`src/rtl/log2lin_interp_pipe.sv`:
```
// log2lin_interp_pipe: log-domain attenuation address to sign/magnitude linear
// sample for the VM2413 operator output path.
// Three-stage pipeline: S1 table lookup, S2 linear interpolation, S3 output register.
// Optional build macro LT_ROUND_EN: when defined, the interpolation step rounds
// half-up instead of using floor. When it is undefined, the floor result is
// bit-exact with the legacy 128x9 converter.
//
// Handshake: a sample moves in on a clock edge where in_valid & in_ready are
// both high, and moves out on an edge where out_valid & out_ready are both high.
// in_ready depends only on out_valid and out_ready. While out_valid is high and
// out_ready is low, the whole pipe holds and the out_* signals keep their values.
module log2lin_interp_pipe #(
  parameter int INT_W         = 7,
  parameter int FRAC_W        = 6,
  parameter int DATA_W        = 9,
  parameter int STEPS_PER_OCT = 16,
  parameter int CH_W          = 5
) (
  input  logic                      clk,
  input  logic                      reset,
  input  logic                      in_valid,
  output logic                      in_ready,
  input  logic [INT_W+FRAC_W:0]     in_addr,
  input  logic [CH_W-1:0]           in_ch,
  output logic                      out_valid,
  input  logic                      out_ready,
  output logic                      out_sign,
  output logic [DATA_W-1:0]         out_value,
  output logic [CH_W-1:0]           out_ch
);

  localparam int DEPTH = 1 << INT_W;
  localparam int PW    = DATA_W + FRAC_W + 2;

  // Exponential table entry. The last entry is forced to zero so that the
  // deepest attenuation is fully silent.
  function automatic int tbl_entry(input int i);
    real v;
    if (i >= DEPTH - 1) return 0;
    v = ((2.0 ** DATA_W) - 1.0) * (2.0 ** (-real'(i) / real'(STEPS_PER_OCT)));
    return $rtoi(v + 0.5);
  endfunction

  logic [DATA_W-1:0] lut [DEPTH];

  for (genvar g = 0; g < DEPTH; g++) begin : g_lut
    localparam int E = tbl_entry(g);
    assign lut[g] = DATA_W'(E);
  end

  // Split the address into its fields. The neighbour index stays at the last
  // entry, so interpolation at the end of the table is flat.
  logic              a_sign;
  logic [INT_W-1:0]  a_idx;
  logic [INT_W-1:0]  a_idx_n;
  logic [FRAC_W-1:0] a_w;

  assign a_sign  = in_addr[INT_W+FRAC_W];
  assign a_idx   = in_addr[INT_W+FRAC_W-1:FRAC_W];
  assign a_w     = in_addr[FRAC_W-1:0];
  assign a_idx_n = (&a_idx) ? a_idx : a_idx + INT_W'(1);

  logic stall;
  logic en;

  assign stall    = out_valid & ~out_ready;
  assign en       = ~stall;
  assign in_ready = en;

  // S1 registers: both table neighbours plus the fields that travel with the sample.
  logic              s1_valid;
  logic              s1_sign;
  logic [FRAC_W-1:0] s1_w;
  logic [CH_W-1:0]   s1_ch;
  logic [DATA_W-1:0] s1_d0;
  logic [DATA_W-1:0] s1_d1;

  // S1: capture the lookup. Bubbles are captured like data and carry valid = 0.
  always_ff @(posedge clk or negedge reset) begin
    if (!reset) begin
      s1_valid <= 1'b0;
      s1_sign  <= 1'b0;
      s1_w     <= '0;
      s1_ch    <= '0;
      s1_d0    <= '0;
      s1_d1    <= '0;
    end else if (en) begin
      s1_valid <= in_valid;
      s1_sign  <= a_sign;
      s1_w     <= a_w;
      s1_ch    <= in_ch;
      s1_d0    <= lut[a_idx];
      s1_d1    <= lut[a_idx_n];
    end
  end

  // Interpolation. The table falls monotonically, so diff is zero or negative.
  // The result stays inside [d1, d0] and needs no clamping.
  logic signed [DATA_W:0] diff;
  logic signed [PW-1:0]   prod;
  logic signed [PW-1:0]   prod_r;
  logic [DATA_W-1:0]      inter;

`ifdef LT_ROUND_EN
  localparam logic signed [PW-1:0] HALF = PW'(2 ** (FRAC_W - 1));
`endif

  // S2 datapath: signed difference, scaling by the weight, then shift and add back onto d0.
  always_comb begin
    diff = $signed({1'b0, s1_d1}) - $signed({1'b0, s1_d0});
    prod = PW'(diff) * PW'($signed({1'b0, s1_w}));
`ifdef LT_ROUND_EN
    prod_r = prod + HALF;
`else
    prod_r = prod;
`endif
    inter = DATA_W'($signed({1'b0, s1_d0}) + (prod_r >>> FRAC_W));
  end

  logic              s2_valid;
  logic              s2_sign;
  logic [CH_W-1:0]   s2_ch;
  logic [DATA_W-1:0] s2_val;

  // S2: register the interpolated magnitude together with its sign and tag.
  always_ff @(posedge clk or negedge reset) begin
    if (!reset) begin
      s2_valid <= 1'b0;
      s2_sign  <= 1'b0;
      s2_ch    <= '0;
      s2_val   <= '0;
    end else if (en) begin
      s2_valid <= s1_valid;
      s2_sign  <= s1_sign;
      s2_ch    <= s1_ch;
      s2_val   <= inter;
    end
  end

  // S3: output register. It holds while downstream is not accepting the result.
  always_ff @(posedge clk or negedge reset) begin
    if (!reset) begin
      out_valid <= 1'b0;
      out_sign  <= 1'b0;
      out_ch    <= '0;
      out_value <= '0;
    end else if (en) begin
      out_valid <= s2_valid;
      out_sign  <= s2_sign;
      out_ch    <= s2_ch;
      out_value <= s2_val;
    end
  end

endmodule

```
`config.mk`:
```
export PLATFORM = sky130hd
export DESIGN_NAME = log2lin_interp_pipe
export DESIGN_NICKNAME = d
export VERILOG_FILES = /design/src/rtl/log2lin_interp_pipe.sv
export SDC_FILE = /design/constraint.sdc
export NUM_CORES = 1
export LEC_CHECK = 0
export CORE_UTILIZATION = 29
export CTS_BUF_LIST = sky130_fd_sc_hd__clkbuf_4 sky130_fd_sc_hd__clkbuf_8
export DETAILED_ROUTE_END_ITERATION = 10
export SETUP_SLACK_MARGIN = 0.5
export SLEW_MARGIN = 20
export SYNTH_ARGS = -nofsm -noshare
export SYNTH_HDL_FRONTEND = slang
export SYNTH_SLANG_ARGS = --single-unit
```
`constraint.sdc`:
```
create_clock -name clk -period 6.3 [get_ports clk]
set_input_delay 1.575 -clock clk [delete_from_list [all_inputs] [get_ports clk]]
set_output_delay 1.575 -clock clk [all_outputs]
set_load 0.01 [all_outputs]
```
==> results of run 1 <==
==> placed cells by master (no fill, tap or decap), types with 5 or more instances in the layout <==
master	instances
a211oi_1	16
a21oi_1	62
nand3_1	12
o21ai_1	14
dfrtp_1	63
xnor2_1	19
clkdlybuf4s50_1	37
clkbuf_8	9
ha_1	56
o221ai_1	5
buf_4	70
fa_1	37
a221oi_1	5
o21ai_0	45
nor2_1	56
a31oi_1	7
nor3_2	5
a311oi_1	6
nor3_1	15
and2_1	32
a21o_1	9
o21ai_2	5
o22ai_1	10
and3_1	5
mux2i_1	13
nand2_1	185
xor2_1	9
o211ai_1	12
nor2b_1	12
nor2_2	5
nand2b_1	12
inv_1	75
==> timing repair <==
item	in CTS	in global routing
setup endpoints to repair	7	7
gates resized for setup	14	15
pin swaps	19	20
setup buffers	5	4
==> flip-flops by register name, summed over array words and instances, names as in the netlist <==
register,cells
out_ch,5
out_sign,1
out_valid,1
out_value,9
s1_ch,5
s1_d0,9
s1_d1,9
s1_sign,1
s1_valid,1
s1_w,6
s2_ch,5
s2_sign,1
s2_val,9
s2_valid,1
==> through the flow <==
stage	hold slack, ns	setup WS (ns)	instances	util (%)
6_report	0.464	-0.134	1379	34.9
4_1_cts	0.467	-0.226	1375	34.5
5_1_grt	0.476	-0.491	1379	34.9
3_5_place_dp	0.447	-0.342	1354	33.5
3_3_place_gp	0.442	-0.213	1354	33.5
2_1_floorplan	0.430	-0.115	982	-
==> cells by family (layout without fill, tap and decap cells) <==
kind of cell	Yosys count	after routing
AO/OA/AOI/OAI	253	253
XOR/XNOR	34	34
buffers and inverters	147	209
multiplexers	16	16
adder cells (fa/ha/maj)	100	100
flip-flops	63	63
AND/OR/NAND/NOR	369	369
==> cell usage after synthesis, drive strengths merged (4+ instances only) <==
library cell and number:
o221ai 5, and3 7, o22ai 10, dfrtp 63, a22oi 4, nor2b 15
o21ai 64, buf 29, or2 5, nand3 13, nor2 61, a21o 9
and2 35, inv 79, clkbuf 36, o211ai 12, o31ai 4, xor2 10
a221oi 5, nand2 190, o21a 5, xnor2 24, mux2i 13, ha 61
a31oi 8, a211oi 17, a21oi 70, fa 39, nand2b 12, a311oi 6
o311ai 5, nor3 20
==> worst reg2reg max path, delay by kind of cell, from the launching register on <==
kind,cells,cell delay [ns]
flops,1,0.36
simple gates,7,1.00
xor+xnor,4,0.63
buf+inv,6,0.37
compound gates,8,0.88
fa+ha+maj,8,3.05
==> layer usage <==
metal  share of wire [%]  global-route usage, %  up-vias
li1                    -                      -     3467
met1                  46                   21.8     3362
met2                  46                   25.6      191
met3                 4.8                   2.85       41
met4                 2.4                   5.18        0
met5                   0                      0        -
==> area by class of cell <==
class | count | area (µm²) | area share, %
repair buffers | 111 | 928 | 10.2
clock buffers | 9 | 124 | 1.37
clock inverters | 7 | 56.3 | 0.621
multi-input cells | 772 | 5640 | 62.2
well taps | 335 | 419 | 4.62
flip-flops and latches | 63 | 1580 | 17.4
inverters | 82 | 322 | 3.55
==> final timing paths <==
kind | startpoint | end | slack (ns) | depth (start not counted)
max | s1_d1[0] | s2_val[8] | -0.13 | 33
min | s2_valid | out_valid | 0.46 | 1
max reg2reg | s1_d1[0] | s2_val[8] | -0.13 | 33
min reg2reg | s2_valid | out_valid | 0.46 | 1
max in group asynchronous | reset | s1_d0[8] | 4.38 | 2
min in group asynchronous | reset | out_ch[1] | 1.36 | 2
==> results.cfg, run 1 <==
[sta]
hold_viol_final = 0
grt_setup_unrepaired = yes
max_slew_margin_pct = 36.9
setup_violations = 2
fin_crit_ns = 6.43
setup_slack_ns = -0.134
fin_crit_sh_pct = 102
tns_ns = -0.183
tightest_slew_ns = 0.946
skew_ns = 0.0113
max_freq_ghz = 0.155
maxSlewViolCount = 0

[synth]
synth-simple-area-share_pct = 22.4
synth.top_cell.area_share_pct = 20.6
synth_xor_area_share_pct = 3.99
yosys_most_used_dff = dfrtp_1
synth_top_family_by_area = simple AND/OR/NAND/NOR gates
synth_compound_area_share_pct = 22.2
synthTopCellsByArea = dfrtp_1, fa_1, ha_1
synthCells = 982
avgSynthCellArea_um2 = 7.78
ys.warnings.count = 0
synthAdderAreaFrac_pct = 20.2
ys_types = 83
synth_edf_count = 0
ys_seq_area_share_pct = 20.6
netlist_area_um2 = 7640
synthMuxAreaShare_pct = 2.29
synth_seq_cells = 63
syn_nets = 1105
yosysTopAreaCell = dfrtp_1
async_flop_share_pct = 100

[min_path]
worstHoldPathType = reg -> reg

[cells_and_area]
layout.nets = 1162
diodes = 0
stdcell_area_um2 = 9060
drive_above_1_share_pct = 15.3
areaGrowthSynthToFinish_pct = 18.6
nFillCells = 2711

[routing]
drt_first_pass_iters = 5
final_antenna_net_count = 0
finalWirelength_um = 20700
viasPerCell = 5.12
drcViolationCount = 0
via_count = 7061
wl_per_cell_um = 15.0
drt-initial-drc-count = 589

[die]
fp-row-count = 59
start_util_pct = 29.4
chipWidth_um = 164
die_h_um = 164
fp.coreArea_um2 = 26000
io_pins = 40
dieArea_um2 = 27000

[flow_run]
max-cap-violations = 0

[worst_setup_path]
start_kind = flop
cp.arrival_ns = 6.67
crit_path_frequent_cell = inv_1
required_ns = 6.53
critical-path-top-delay-family = adder cells
cpPeakStageDelay_ns = 0.53
crit_type = reg -> reg
critical-path-slowest-cell = fa_1
cp_max_fo = 2
cp.buffers_inverters = 6
end_kind = flop

[global_route]
grt_max_degree = 64
grt_pass1_vias = 6804
grt_first_pass_wirelength_um = 34500
grtUsageTotal_pct = 16.0
grt_overflow = 0
antenna_found_initial = 0

[outcome]
status = finished, violations left
violations = setup timing

[placement]
place.gp.congestion = 0.894
place_area_um2 = 8690
io_buffers = 39
hpwl_um = 15100

[clock_network]
clock_latency_ns = 0.37
hold_buffers = 0
cts_root_buffer = clkbuf_8
cts.sinks = 63
clk_pin_slew_worst_paths_ns = 0.08
cts.path.max_buffers = 2
numCtsBuffers = 9
cts_tree = done
cts_max_level = 3
Power of run 1 is not shown: default switching activity piles up to over one toggle a cycle in this logic, so the estimate is an artifact.
==> inputs of run 2 (changes only) <==
--- a/config.mk
+++ b/config.mk
@@ -8,6 +8,7 @@
 export CORE_UTILIZATION = 29
 export CTS_BUF_LIST = sky130_fd_sc_hd__clkbuf_4 sky130_fd_sc_hd__clkbuf_8
 export DETAILED_ROUTE_END_ITERATION = 10
+export GPL_ROUTABILITY_DRIVEN = 0
 export SETUP_SLACK_MARGIN = 0.5
 export SLEW_MARGIN = 20
 export SYNTH_ARGS = -nofsm -noshare
==> run 2 against run 1 <==
Against the previous run:
- the run still ends with setup timing left
- clock skew is 0.00052 ns higher
- largest cell class unchanged
- register-to-register slack worse by 0.03 ns
- critical endpoint unchanged
- setup slack worse by 0.033 ns
- utilization is 0.54 points higher
- count of clock-buffer cells in the layout unchanged
- hold slack improved by 0.0033 ns
- non-clock buffer count is 6 higher
- flip-flop and latch count unchanged
- global-route usage fell by 0.28 points
- final area grew 1.6%
==> results.cfg, run 2 (synthesized netlist as in run 1, its figures left out) <==
[die]
dieArea_um2 = 27000
die_h_um = 164
fp.coreArea_um2 = 26000
io_pins = 40
chipWidth_um = 164
start_util_pct = 29.4
fp-row-count = 59

[placement]
hpwl_um = 15100
io_buffers = 39
placed_cells = 1356

[worst_setup_path]
critical-path-slowest-cell = fa_1
ff2ff_setup_slack_ns = -0.17
critPathLaunch = s1_d1[0]
cp.arrival_ns = 6.69
reg2reg_depth = 32
start_kind = flop
cpPeakStageDelay_ns = 0.52
end_kind = flop
cp_max_fo = 3
crit_path_frequent_cell = fa_1
required_ns = 6.53
timing.rr.start = s1_d1[0]
crit_type = reg -> reg
reg2reg_to = s2_val[8]

[clock_network]
numCtsBuffers = 9
cts.path.max_buffers = 2
hold_buffers = 0
cts_root_buffer = clkbuf_8
clock_latency_ns = 0.36
cts.sinks = 63
cts_tree = done
cts_max_level = 3
clk_pin_slew_worst_paths_ns = 0.08

[routing]
finalWirelength_um = 20800
drcViolationCount = 0
via_count = 7143
final_antenna_net_count = 0
drt_first_pass_iters = 6
drt-initial-drc-count = 515
wl_per_cell_um = 15.1
viasPerCell = 5.16

[global_route]
met2_usage_pct = 25.5
grt_overflow = 0
grt_busiest_layer = met2
antenna_found_initial = 0
grt_use_met1_pct = 21.7
met3_usage_pct = 2.37
grt_max_degree = 64
grt_pass1_vias = 6773
grt_first_pass_wirelength_um = 34100
grtUsageTotal_pct = 15.8

[sta]
setup_violations = 2
maxSlewViolCount = 0
whs_ns = 0.467
hold_viol_final = 0
grt_setup_unrepaired = yes
setup_slack_ns = -0.168
fin_crit_ns = 6.47
max_freq_ghz = 0.155
skew_ns = 0.0119
fin_crit_sh_pct = 103
max_slew_margin_pct = 35.5
tightest_slew_ns = 0.957

[cells_and_area]
instances_no_fill = 1385
diodes = 0
utilization_pct = 35.4
final_common_cell = nand2_1
areaGrowthSynthToFinish_pct = 20.4
drive_above_1_share_pct = 16.5
layout.nets = 1168
layout_common_cells = nand2_1, buf_4, inv_1

[min_path]
min_from = out_value[2]
hold_depth = 2
min_to = out_value[2]
worstHoldPathType = reg -> reg

[flow_run]
max-cap-violations = 0

[outcome]
violations = setup timing
status = finished, violations left
==> run 2: cell count changes in the layout (fill, tap and decap cells not counted), moves of 2 or more <==
cell        previous run  this run
clkinvlp_4             4         1
buf_4                 70        72
clkinv_2               0         2
ha_4                   2         4
nor2_2                 5         7
buf_6                  2         6
inv_1                 75        71
nor2_1                56        53
ha_2                   3         1
inv_2                  4         8
bufinv_16              0         2
==> run 2: through the flow <==
stage | TNS (ns) | setup slack (ns) | instance area (µm²)
final | -0.179 | -0.168 | 9210
after CTS | -0.273 | -0.267 | 9090
after floorplan | -0.115 | -0.115 | 7730
after global routing | -1.26 | -0.555 | 9210
after global placement | -0.212 | -0.212 | 8710
after detailed placement | -0.429 | -0.374 | 8710
==> run 2: area by class of cell <==
| class | instances | area, µm² |
|---|---|---|
| multi-input cells | 772 | 5680 |
| fillers | 2721 | 16800 |
| clock buffers | 9 | 124 |
| clock inverters | 7 | 95.1 |
| flip-flops and latches | 63 | 1580 |
| repair buffers | 117 | 988 |
| inverters | 82 | 322 |
| well taps | 335 | 419 |
==> run 2: worst max-delay path by stage <==
stage	to	slack (ns)	cells past startpoint
after detailed placement	s2_val[8]	-0.37	32
after CTS	s2_val[8]	-0.27	32
final	s2_val[8]	-0.17	32
after floorplan	s2_val[8]	-0.11	31
after global routing	s2_val[8]	-0.55	32
after global placement	s2_val[8]	-0.21	32
==> run 2: repair_timing <==
item,CTS,global route
gates cloned,0,0
endpoints found under the hold margin,0,0
resized for setup,16,27
pin swaps,30,22
endpoints found under the setup margin,7,7
setup buffers,12,1
==> run 2: critical path: cells and delay by family, from the launching register on <==
family,cells,cell delay (ns)
buffers and inverters,3,0.14
AND/OR/NAND/NOR,7,1.08
AO/OA/AOI/OAI,9,1.00
XOR/XNOR,5,0.80
flip-flops,1,0.36
adder cells (fa/ha/maj),8,2.93
==> run 2: layer usage <==
metal  up-vias  routed length [µm]
li1       3467                   -
met1      3458                9610
met2       187                9920
met3        31                 943
met4         0                 367
met5         -                   0
Power of run 2 is left out for the same reason.
==> inputs of run 3 (changes only) <==
--- a/config.mk
+++ b/config.mk
@@ -9,6 +9,7 @@
 export CTS_BUF_LIST = sky130_fd_sc_hd__clkbuf_4 sky130_fd_sc_hd__clkbuf_8
 export DETAILED_ROUTE_END_ITERATION = 10
 export GPL_ROUTABILITY_DRIVEN = 0
+export MAX_ROUTING_LAYER = met4
 export SETUP_SLACK_MARGIN = 0.5
 export SLEW_MARGIN = 20
 export SYNTH_ARGS = -nofsm -noshare
==> run 3 against run 2 <==
Against the previous run:
- the flow still finishes with violations (setup timing)
- die area did not move
- register-to-register slack is essentially flat
- setup slack hardly changed
- final area is the same
- routed wire length is essentially flat
- critical path depth unchanged
- first-iteration DRC count increased by 6.0%
- final cell count stayed put
- critical path type unchanged
==> results.cfg, run 3 (synthesized netlist as in run 1, its figures left out) <==
[cells_and_area]
diodes = 0
layout_common_cells = nand2_1, buf_4, inv_1
nFillCells = 2721
layout.nets = 1168
utilization_pct = 35.4
drive_above_1_share_pct = 16.5
areaGrowthSynthToFinish_pct = 20.4
final_common_cell = nand2_1

[worst_setup_path]
reg2reg_depth = 32
cp.arrival_ns = 6.69
critical-path-slowest-cell = fa_1
start_kind = flop
timing.rr.start = s1_d1[0]
required_ns = 6.53
cpPeakStageDelay_ns = 0.52
reg2reg_to = s2_val[8]
cp_max_fo = 3
crit_path_frequent_cell = fa_1
crit_type = reg -> reg
end_kind = flop
ff2ff_setup_slack_ns = -0.17

[min_path]
worstHoldPathType = reg -> reg
min_to = out_value[2]
min_from = out_value[2]
hold_depth = 2

[die]
fp-row-count = 59
die_h_um = 164
chipWidth_um = 164
start_util_pct = 29.4
dieArea_um2 = 27000
io_pins = 40
fp.coreArea_um2 = 26000

[routing]
drt_first_pass_iters = 5
wl_per_cell_um = 15.1
viasPerCell = 5.13
finalWirelength_um = 20900
final_antenna_net_count = 0
drcViolationCount = 0
via_count = 7103
drt-initial-drc-count = 546

[global_route]
grt_pass1_vias = 6760
antenna_found_initial = 0
grtUsageTotal_pct = 16.2
grt_max_degree = 64
grt_overflow = 0
grt_first_pass_wirelength_um = 34100

[clock_network]
cts_tree = done
cts.path.max_buffers = 2
clk_pin_slew_worst_paths_ns = 0.08
cts_max_level = 3
cts.sinks = 63
cts_root_buffer = clkbuf_8
numCtsBuffers = 9
clock_latency_ns = 0.36

[placement]
io_buffers = 39
hpwl_um = 15100

[flow_run]
max-cap-violations = 0

[sta]
hold_viol_final = 0
setup_violations = 2
skew_ns = 0.0130
fin_crit_sh_pct = 103
grt_setup_unrepaired = yes
max_freq_ghz = 0.155
setup_slack_ns = -0.168
fin_crit_ns = 6.47
maxSlewViolCount = 0
tns_ns = -0.173
max_slew_margin_pct = 34.4
tightest_slew_ns = 0.960
whs_ns = 0.468

[outcome]
status = finished, violations left
violations = setup timing
run 3: what timing repair did:
| action | 4_1_cts | 5_1_grt |
|---|---|---|
| setup buffers | 12 | 1 |
| setup endpoints to repair | 7 | 7 |
| endpoints found under the hold margin | 0 | 0 |
| resized for setup | 16 | 27 |
| hold buffers | 0 | 0 |
| pin swaps | 30 | 22 |
| cloned | 0 | 0 |
run 3: critical path, delay by kind of cell (launching register included):
family | cells | cell delay (ns)
and+or+nand+nor | 7 | 1.08
xor gates and xnor gates | 5 | 0.80
buffers and inverters | 3 | 0.14
AOI/OAI and AO/OA | 9 | 1.01
DFF | 1 | 0.36
adders and majority gates | 8 | 2.92
run 3: layout make-up:
class / count / area (µm²) / area share (%)
sequential: 63 / 1580 / 17.1
tap: 335 / 419 / 4.55
clock buffer: 9 / 124 / 1.35
timing repair buffer: 117 / 988 / 10.7
inverter: 82 / 322 / 3.49
multi-input combinational: 772 / 5680 / 61.7
clock inverter: 7 / 95.1 / 1.03
run 3: metrics by stage:
step	worst slack, ns	cell area, µm²	std cells
after floorplan	-0.115	7730	982
after global placement	-0.212	8710	1356
after detailed placement	-0.374	8710	1356
after CTS	-0.267	9090	1384
after global routing	-0.555	9210	1385
final	-0.168	9210	1385
run 3: per-layer routing:
| metal | vias to the layer above | share of wire, % | global-route usage, % | routed length, µm |
|---|---|---|---|---|
| met1 | 3391 | 46 | 21.7 | 9610 |
| met5 | - | 0 | - | 0 |
| met2 | 211 | 47 | 25.4 | 9800 |
| li1 | 3470 | - | - | - |
| met4 | 0 | 1.9 | 4.46 | 393 |
| met3 | 31 | 5.1 | 2.37 | 1050 |
run 3: how the worst max path moves through the flow:
stage / endpoint / slack (ns) / from / cells past startpoint
2_1_floorplan: s2_val[8] / -0.11 / s1_d0[0] / 31
6_report: s2_val[8] / -0.17 / s1_d1[0] / 32
4_1_cts: s2_val[8] / -0.27 / s1_d1[0] / 32
3_3_place_gp: s2_val[8] / -0.21 / s1_d1[0] / 32
3_5_place_dp: s2_val[8] / -0.37 / s1_d1[0] / 32
5_1_grt: s2_val[8] / -0.55 / s1_d1[0] / 32
Power of run 3 is left out for the same reason.
